$ cat config.mk
export PLATFORM = sky130hd
export DESIGN_NAME = note_sequencer
export DESIGN_NICKNAME = d
export VERILOG_FILES = /design/src/rtl/note_seq_pkg.sv /design/src/rtl/note_lane_queue.sv /design/src/rtl/note_sequencer.sv
export SDC_FILE = /design/constraint.sdc
export NUM_CORES = 1
export LEC_CHECK = 0
export CAP_MARGIN = 20
export CORE_ASPECT_RATIO = 1.4
export CORE_MARGIN = 5
export CORE_UTILIZATION = 35
export DETAILED_ROUTE_END_ITERATION = 6
export PLACE_DENSITY = 0.6
export SYNTH_ARGS = -nofsm -noshare
export SYNTH_HDL_FRONTEND = slang
export SYNTH_SLANG_ARGS = --single-unit
$ cat constraint.sdc
create_clock -name clk -period 7.8 [get_ports clk]
set_input_delay 2.34 -clock clk [delete_from_list [all_inputs] [get_ports clk]]
set_output_delay 2.34 -clock clk [all_outputs]
set_load 0.05 [all_outputs]
$ cat src/rtl/note_seq_pkg.sv
// note_seq_pkg: shared constants and helpers for the note sequencer.
//   - lane direction encoding
//   - chart word field slicing (lane mask / delay)
//   - extraction of one lane's value from a packed per-lane parameter
package note_seq_pkg;

    localparam logic DIR_ASC  = 1'b0;
    localparam logic DIR_DESC = 1'b1;

    // Widest packed per-lane parameter and chart word the helpers accept.
    localparam int PACK_W = 1024;
    localparam int WORD_W = 64;

    // Lane mask sits above the delay field in a chart word.
    function automatic logic [WORD_W-1:0] chart_mask(input logic [WORD_W-1:0] word,
                                                     input int dly_w);
        return word >> dly_w;
    endfunction

    function automatic logic [WORD_W-1:0] chart_delay(input logic [WORD_W-1:0] word,
                                                      input int dly_w);
        return word & ((64'd1 << dly_w) - 64'd1);
    endfunction

    // Lane 'lane' occupies bits [lane*pos_w +: pos_w] of a packed start/end parameter.
    function automatic logic [31:0] lane_field(input logic [PACK_W-1:0] packed_v,
                                               input int lane,
                                               input int pos_w);
        logic [PACK_W-1:0] sh;
        sh = packed_v >> (lane * pos_w);
        return sh[31:0] & ((32'd1 << pos_w) - 32'd1);
    endfunction

endpackage

$ cat src/rtl/note_lane_queue.sv
// note_lane_queue: one lane's circular queue of live notes.
//   clk, clr     : clock and synchronous clear (reset or not running)
//   tick         : frame strobe; moves notes and runs the end-of-lane check
//   push         : spawn a note at START_POS into the tail
//   pop_hit      : remove the oldest note (ignored when empty)
//   pos, vld     : per-slot position and valid, registered
//   full         : lane holds SLOTS notes
//   miss, ovf    : one-cycle pulses for an end-of-lane retire / dropped spawn
module note_lane_queue
    import note_seq_pkg::*;
#(
    parameter int               SLOTS     = 4,
    parameter int               POS_W     = 10,
    parameter int               STEP      = 2,
    parameter logic             DIR       = DIR_ASC,
    parameter logic [POS_W-1:0] START_POS = '0,
    parameter logic [POS_W-1:0] END_POS   = '0
) (
    input  logic                   clk,
    input  logic                   clr,
    input  logic                   tick,
    input  logic                   push,
    input  logic                   pop_hit,
    output logic [SLOTS*POS_W-1:0] pos,
    output logic [SLOTS-1:0]       vld,
    output logic                   full,
    output logic                   miss,
    output logic                   ovf
);

    localparam int               PTR_W  = $clog2(SLOTS);
    localparam int               CNT_W  = PTR_W + 1;
    localparam logic [POS_W-1:0] STEP_V = POS_W'(STEP);
    localparam logic [POS_W-1:0] MAX_V  = {POS_W{1'b1}};

    logic [POS_W-1:0] pos_r [SLOTS];
    logic [POS_W-1:0] pos_n [SLOTS];
    logic [SLOTS-1:0] vld_r, vld_n;
    logic [PTR_W-1:0] head_r, head_n, tail_r, tail_n;
    logic [CNT_W-1:0] cnt_r, cnt_n;
    logic             miss_r, ovf_r;
    logic             hit_pop_s, miss_pop_s, pop_s, push_ok_s, ovf_s, reached_s, full_s;
    logic [POS_W-1:0] head_pos_s;

    // Saturating move toward the lane end; positions never wrap.
    function automatic logic [POS_W-1:0] step_pos(input logic [POS_W-1:0] p);
        if (DIR == DIR_DESC) begin
            return (p < STEP_V) ? '0 : p - STEP_V;
        end else begin
            return (p > MAX_V - STEP_V) ? MAX_V : p + STEP_V;
        end
    endfunction

    // Pop/spawn arbitration and next slot contents: move, then pop clear, then spawn write.
    always_comb begin
        full_s     = (cnt_r == CNT_W'(SLOTS));
        head_pos_s = pos_r[head_r];
        if (DIR == DIR_DESC) begin
            reached_s = (head_pos_s <= END_POS);
        end else begin
            reached_s = (head_pos_s >= END_POS);
        end
        hit_pop_s  = pop_hit && (cnt_r != '0);
        // A hit on the same head wins over its miss.
        miss_pop_s = tick && (cnt_r != '0) && vld_r[head_r] && reached_s && !hit_pop_s;
        pop_s      = hit_pop_s || miss_pop_s;
        // A pop in the same cycle frees a slot for a spawn into a full lane.
        push_ok_s  = push && (!full_s || pop_s);
        ovf_s      = push && full_s && !pop_s;

        vld_n = vld_r;
        for (int j = 0; j < SLOTS; j++) begin
            if (tick && vld_r[j]) begin
                pos_n[j] = step_pos(pos_r[j]);
            end else begin
                pos_n[j] = pos_r[j];
            end
        end
        if (pop_s) begin
            vld_n[head_r] = 1'b0;
            pos_n[head_r] = '0;
        end else begin
            vld_n[head_r] = vld_n[head_r];
        end
        if (push_ok_s) begin
            vld_n[tail_r] = 1'b1;
            pos_n[tail_r] = START_POS;
        end else begin
            vld_n[tail_r] = vld_n[tail_r];
        end

        head_n = head_r + PTR_W'(pop_s);
        tail_n = tail_r + PTR_W'(push_ok_s);
        cnt_n  = cnt_r + CNT_W'(push_ok_s) - CNT_W'(pop_s);
    end

    // Queue state and event pulse registers.
    always_ff @(posedge clk) begin
        if (clr) begin
            for (int j = 0; j < SLOTS; j++) begin
                pos_r[j] <= '0;
            end
            vld_r  <= '0;
            head_r <= '0;
            tail_r <= '0;
            cnt_r  <= '0;
            miss_r <= 1'b0;
            ovf_r  <= 1'b0;
        end else begin
            for (int j = 0; j < SLOTS; j++) begin
                pos_r[j] <= pos_n[j];
            end
            vld_r  <= vld_n;
            head_r <= head_n;
            tail_r <= tail_n;
            cnt_r  <= cnt_n;
            miss_r <= miss_pop_s;
            ovf_r  <= ovf_s;
        end
    end

    for (genvar j = 0; j < SLOTS; j++) begin : g_flat
        assign pos[j*POS_W +: POS_W] = pos_r[j];
    end
    assign vld  = vld_r;
    assign full = (cnt_r == CNT_W'(SLOTS));
    assign miss = miss_r;
    assign ovf  = ovf_r;

endmodule

$ cat src/rtl/note_sequencer.sv
// note_sequencer: chart-driven note scheduler.
//   clk, rst, run : clock, synchronous active-high reset, play enable (low = held in reset)
//   tick          : frame strobe; advances the chart walk and moves notes
//   hit           : per-lane request to remove the oldest note
//   chart_addr    : chart ROM address; chart_data is its combinational read {lane_mask, delay}
//   note_pos/vld  : flattened slot state, slot j of lane i at index i*SLOTS+j
//   miss, ovf     : per-lane one-cycle pulses
//   chart_done    : last chart word consumed
module note_sequencer
    import note_seq_pkg::*;
#(
    parameter int                     LANES      = 8,
    parameter int                     SLOTS      = 4,
    parameter int                     POS_W      = 10,
    parameter int                     STEP       = 2,
    parameter int                     DLY_W      = 10,
    parameter int                     ADDR_W     = 8,
    parameter int                     CHART_LEN  = 144,
    parameter logic [LANES-1:0]       LANE_DIR   = '0,
    parameter logic [LANES*POS_W-1:0] LANE_START = '0,
    parameter logic [LANES*POS_W-1:0] LANE_END   = '0
) (
    input  logic                         clk,
    input  logic                         rst,
    input  logic                         run,
    input  logic                         tick,
    input  logic [LANES-1:0]             hit,
    output logic [ADDR_W-1:0]            chart_addr,
    input  logic [LANES+DLY_W-1:0]       chart_data,
    output logic [LANES*SLOTS*POS_W-1:0] note_pos,
    output logic [LANES*SLOTS-1:0]       note_vld,
    output logic [LANES-1:0]             miss,
    output logic [LANES-1:0]             ovf,
    output logic                         chart_done
);

    localparam logic [ADDR_W-1:0] LAST_ADDR = ADDR_W'(CHART_LEN - 1);

    logic [ADDR_W-1:0] addr_r;
    logic [DLY_W-1:0]  dly_r;
    logic              done_r;
    logic              clr_s, fire_s;
    logic [63:0]       word_s, mask_s, delay_s;
    logic [LANES-1:0]  push_s, full_s;

    assign clr_s   = rst || !run;
    assign word_s  = 64'(chart_data);
    assign mask_s  = chart_mask(word_s, DLY_W);
    assign delay_s = chart_delay(word_s, DLY_W);
    // A chart word is consumed on a tick once its predecessor's delay has run out.
    assign fire_s  = tick && (dly_r == '0) && !done_r;
    assign push_s  = fire_s ? mask_s[LANES-1:0] : '0;

    // Chart walk: address, delay countdown and end-of-chart flag.
    always_ff @(posedge clk) begin
        if (clr_s) begin
            addr_r <= '0;
            dly_r  <= '0;
            done_r <= 1'b0;
        end else if (fire_s) begin
            dly_r <= delay_s[DLY_W-1:0];
            if (addr_r == LAST_ADDR) begin
                done_r <= 1'b1;
            end else begin
                addr_r <= addr_r + ADDR_W'(1);
            end
        end else if (tick && (dly_r != '0)) begin
            dly_r <= dly_r - DLY_W'(1);
        end else begin
            dly_r <= dly_r;
        end
    end

    for (genvar i = 0; i < LANES; i++) begin : g_lane
        localparam logic [31:0] START_V = lane_field(PACK_W'(LANE_START), i, POS_W);
        localparam logic [31:0] END_V   = lane_field(PACK_W'(LANE_END), i, POS_W);

        note_lane_queue #(
            .SLOTS     (SLOTS),
            .POS_W     (POS_W),
            .STEP      (STEP),
            .DIR       (LANE_DIR[i]),
            .START_POS (START_V[POS_W-1:0]),
            .END_POS   (END_V[POS_W-1:0])
        ) u_lane (
            .clk     (clk),
            .clr     (clr_s),
            .tick    (tick),
            .push    (push_s[i]),
            .pop_hit (hit[i]),
            .pos     (note_pos[i*SLOTS*POS_W +: SLOTS*POS_W]),
            .vld     (note_vld[i*SLOTS +: SLOTS]),
            .full    (full_s[i]),
            .miss    (miss[i]),
            .ovf     (ovf[i])
        );
    end

    assign chart_addr = addr_r;
    assign chart_done = done_r;

endmodule

==> results.tsv <==
metric	value	unit
status	finished clean	
Yosys reg bits	443	
CP cell instances	buf_6 -> nor2b_1 -> nand4_2 -> a2111oi_2 -> a2111oi_0	
Core Box Area	64140	um2
Pwr Density	170.1	nW/um2
asr flop ratio synth	0	%
top post-synthesis cells by area	dfxtp_1 39%, a211oi_1 5.9%, xnor2_1 5.1%	
drt drc	0	
Routed WL	69.17	mm
Post-Syn Area per Cell	8.729	um2
RSZ-0062 raised after global routing	no	
post-layout instance area	29020	um2
detailed placer's ending HPWL	49.95	mm
Clock power frac	46.6	%
Num CTS Buffers	48	
clock-pin slew on the worst setup and hold paths	0.06	ns
setup bufs post-CTS	0	
initial antenna violation count	8	
endpoint class of the critical path	register	
Die W	224.8	um
Pre-Repair DR Iteration Count	7	
Max VDD drop	0.1575	mV
Slew Viols, Final	0	
starting density of the core	35.24	%
clock sinks	443	
GPL Wtd Cong	0.8445	
worst hold path type	reg2reg	
number of synthesized flops with an enable pin	0	
Synth area leader	dfxtp_1	
Post-DRT Antenna Nets	0	
global-route wire length before repair	111.5	mm
Tightest Pin Transition	1.123	ns
CP delay by family, top	compound AO/OA/AOI/OAI gates	
gr usage total	18.88	%
Seq pwr share	46.6	%
Congestion Overflow GR	0	
Syn Inst Count	2589	
CP bufs+invs	1	
die area	69830	um2
Psw	1.203	mW
Gate power share	6.8	%
CP max stage cell	a2111oi_2	
Syn Nets	2694	
placed instance area	27310	um2
synth unique cells	80	
count of final setup violators	0	
layout cells sized above 1	6.431	%
FMAX	206.4	MHz
fin nets	3037	
maximum clock path buffer count	3	
pre-CTS WS	2.279	ns
share of Yosys cell area claimed by the top area cell type	39.24	%
via count	21299	
Leak	9.290	nW
initial drt markers	1212	
minimum clock period	4.844	ns
CP max FO	78	
Ys Warns	0	
CP max stage delay	1.24	ns
Worst setup SP type	input pin	
# port buffers	406	
final core area utilization	45.25	%
post_cts resized	0	
Die Height	310.7	um
Max Cap Viol	0	
Post-Syn Area	22600	um2
root buf cell	clkbuf_16	
final period utilization	62.11	%
Total Neg Setup Slack	0	ns
CTS tree	yes	
top_reg_cell synth	dfxtp_1	
Fill cells	6261	
Worst Path Arrival	5.25	ns
vias per cell	5.583	
slew margin rel.	24.97	%
Post-CTS Hold Fix Bufs	0	
IO Pins	407	
Rows	110	
Crit path required time	8.21	ns
routed len/inst	18.13	um
Hold Slack	0.4590	ns
vias in the first global route	20857	
sequential element share of the synthesized area	39.24	%
area growth from synthesis to layout	28.42	%
Final Hold Viols	0	
clock skew	0.02605	ns
switching share of power	24.37	%
clk_lat worst skew	0.58	ns
H-tree levels	2	
largest net degree at the start of global routing	95	
PnR worst setup slack	2.956	ns
critical setup path kind	in2reg	
Internal Power	3.733	mW
placed cells by master, fill, tap and decap left out, types with 54 or more instances in the layout:
master	netlist	final
mux2i_1	54	54
a21oi_1	73	73
xnor2_1	131	131
nor2_1	168	167
nand3_1	149	149
ha_1	67	67
nor3_1	160	160
nor4_1	142	141
nand4_1	61	61
nand2_1	161	161
inv_1	112	112
a211oi_1	177	177
clkdlybuf4s50_1	0	405
dfxtp_1	443	443
flip-flops by register name, indices dropped and copies added (netlist names):
name,cells
dly_r,10
chart_done,1
g_lane.u_lane.miss,8
g_lane.u_lane.ovf,8
g_lane.u_lane.head_r,16
g_lane.u_lane.cnt_r,24
g_lane.u_lane.tail_r,16
chart_addr,8
g_lane.u_lane.vld,32
g_lane.u_lane.pos_r,320
logic make-up after synthesis:
group                    share of synthesized area [%]
adder cells (fa/ha/maj)                          4.418
XOR/XNOR                                         6.356
AND/OR/NAND/NOR                                  23.90
multiplexers                                     3.039
AO/OA/AOI/OAI                                    18.17
flip-flops                                       39.24
buffers and inverters                            4.877
through the flow:
stage / power (mW) / cells
global placement: 2.674 / 3703
global route: 5.156 / 3811
CTS: 5.025 / 3792
detailed placement: 2.683 / 3704
floorplan: 2.571 / 2589
finish: 4.936 / 3815
routing by layer:
| layer | vias up | track usage (%) | wire length (um) |
|---|---|---|---|
| met5 | - | 0 | 21 |
| li1 | 10376 | - | - |
| met1 | 10242 | 22.36 | 28430 |
| met4 | 4 | 6.064 | 2039 |
| met2 | 551 | 33.28 | 34250 |
| met3 | 126 | 4.784 | 4433 |
tightest hold or removal path: cells and delay by family, from the launching register on:
| family | cells | cell delay (ns) |
|---|---|---|
| AOI/OAI and AO/OA | 1 | 0.05 |
| buffers and inverters | 1 | 0.05 |
| DFF | 1 | 0.31 |
power by group through the flow:
stage	registers (mW)	clock network (mW)	logic (mW)
6_report	2.30	2.30	0.334
5_1_grt	2.30	2.48	0.371
4_1_cts	2.30	2.39	0.333
3_5_place_dp	2.35	0	0.331
3_3_place_gp	2.35	0	0.323
2_1_floorplan	2.35	0	0.220
final cells by class:
cell class / instances / area, um2 / share of cell area [%]
clock buffer: 73 / 1446 / 4.984
clock inverter: 15 / 138.9 / 0.4785
antenna: 5 / 12.51 / 0.04311
tap: 840 / 1051 / 3.621
timing repair buffer: 442 / 4340 / 14.96
sequential: 443 / 8869 / 30.56
inverter: 113 / 424.2 / 1.461
multi-input combinational: 1884 / 12740 / 43.90
worst paths after layout:
kind	slack, ns	cells after the start	startpoint	endpoint
worst max register to register	4.44	4	dly_r[2]	g_lane[5].u_lane.pos_r[2][1]
worst max-delay path	2.96	5	tick	g_lane[5].u_lane.pos_r[2][1]
worst min register to register	0.46	2	g_lane[0].u_lane.pos_r[0][0]	g_lane[0].u_lane.pos_r[0][0]
worst min-delay path	0.46	2	g_lane[0].u_lane.pos_r[0][0]	g_lane[0].u_lane.pos_r[0][0]
cells in the mapped netlist (9+ instances only):
library cell / instances
a2111oi_0: 18
a211oi_1: 177
a21o_1: 11
a21oi_1: 73
a31o_2: 9
a31oi_1: 27
and2_1: 36
and3_1: 38
and4_1: 24
buf_1: 10
buf_2: 43
buf_4: 17
clkbuf_1: 78
dfxtp_1: 443
ha_1: 67
inv_1: 112
mux2_2: 13
mux2i_1: 54
nand2_1: 161
nand2b_1: 26
nand3_1: 149
nand4_1: 61
nor2_1: 168
nor2b_1: 11
nor3_1: 160
nor3b_1: 9
nor4_1: 142
o2111a_1: 11
o2111ai_1: 11
o21a_1: 46
o21ai_0: 48
o31a_1: 25
o31ai_1: 12
or3_1: 12
xnor2_1: 131
xor2_1: 33
No activity file was read; power rests on OpenSTA's default activity.
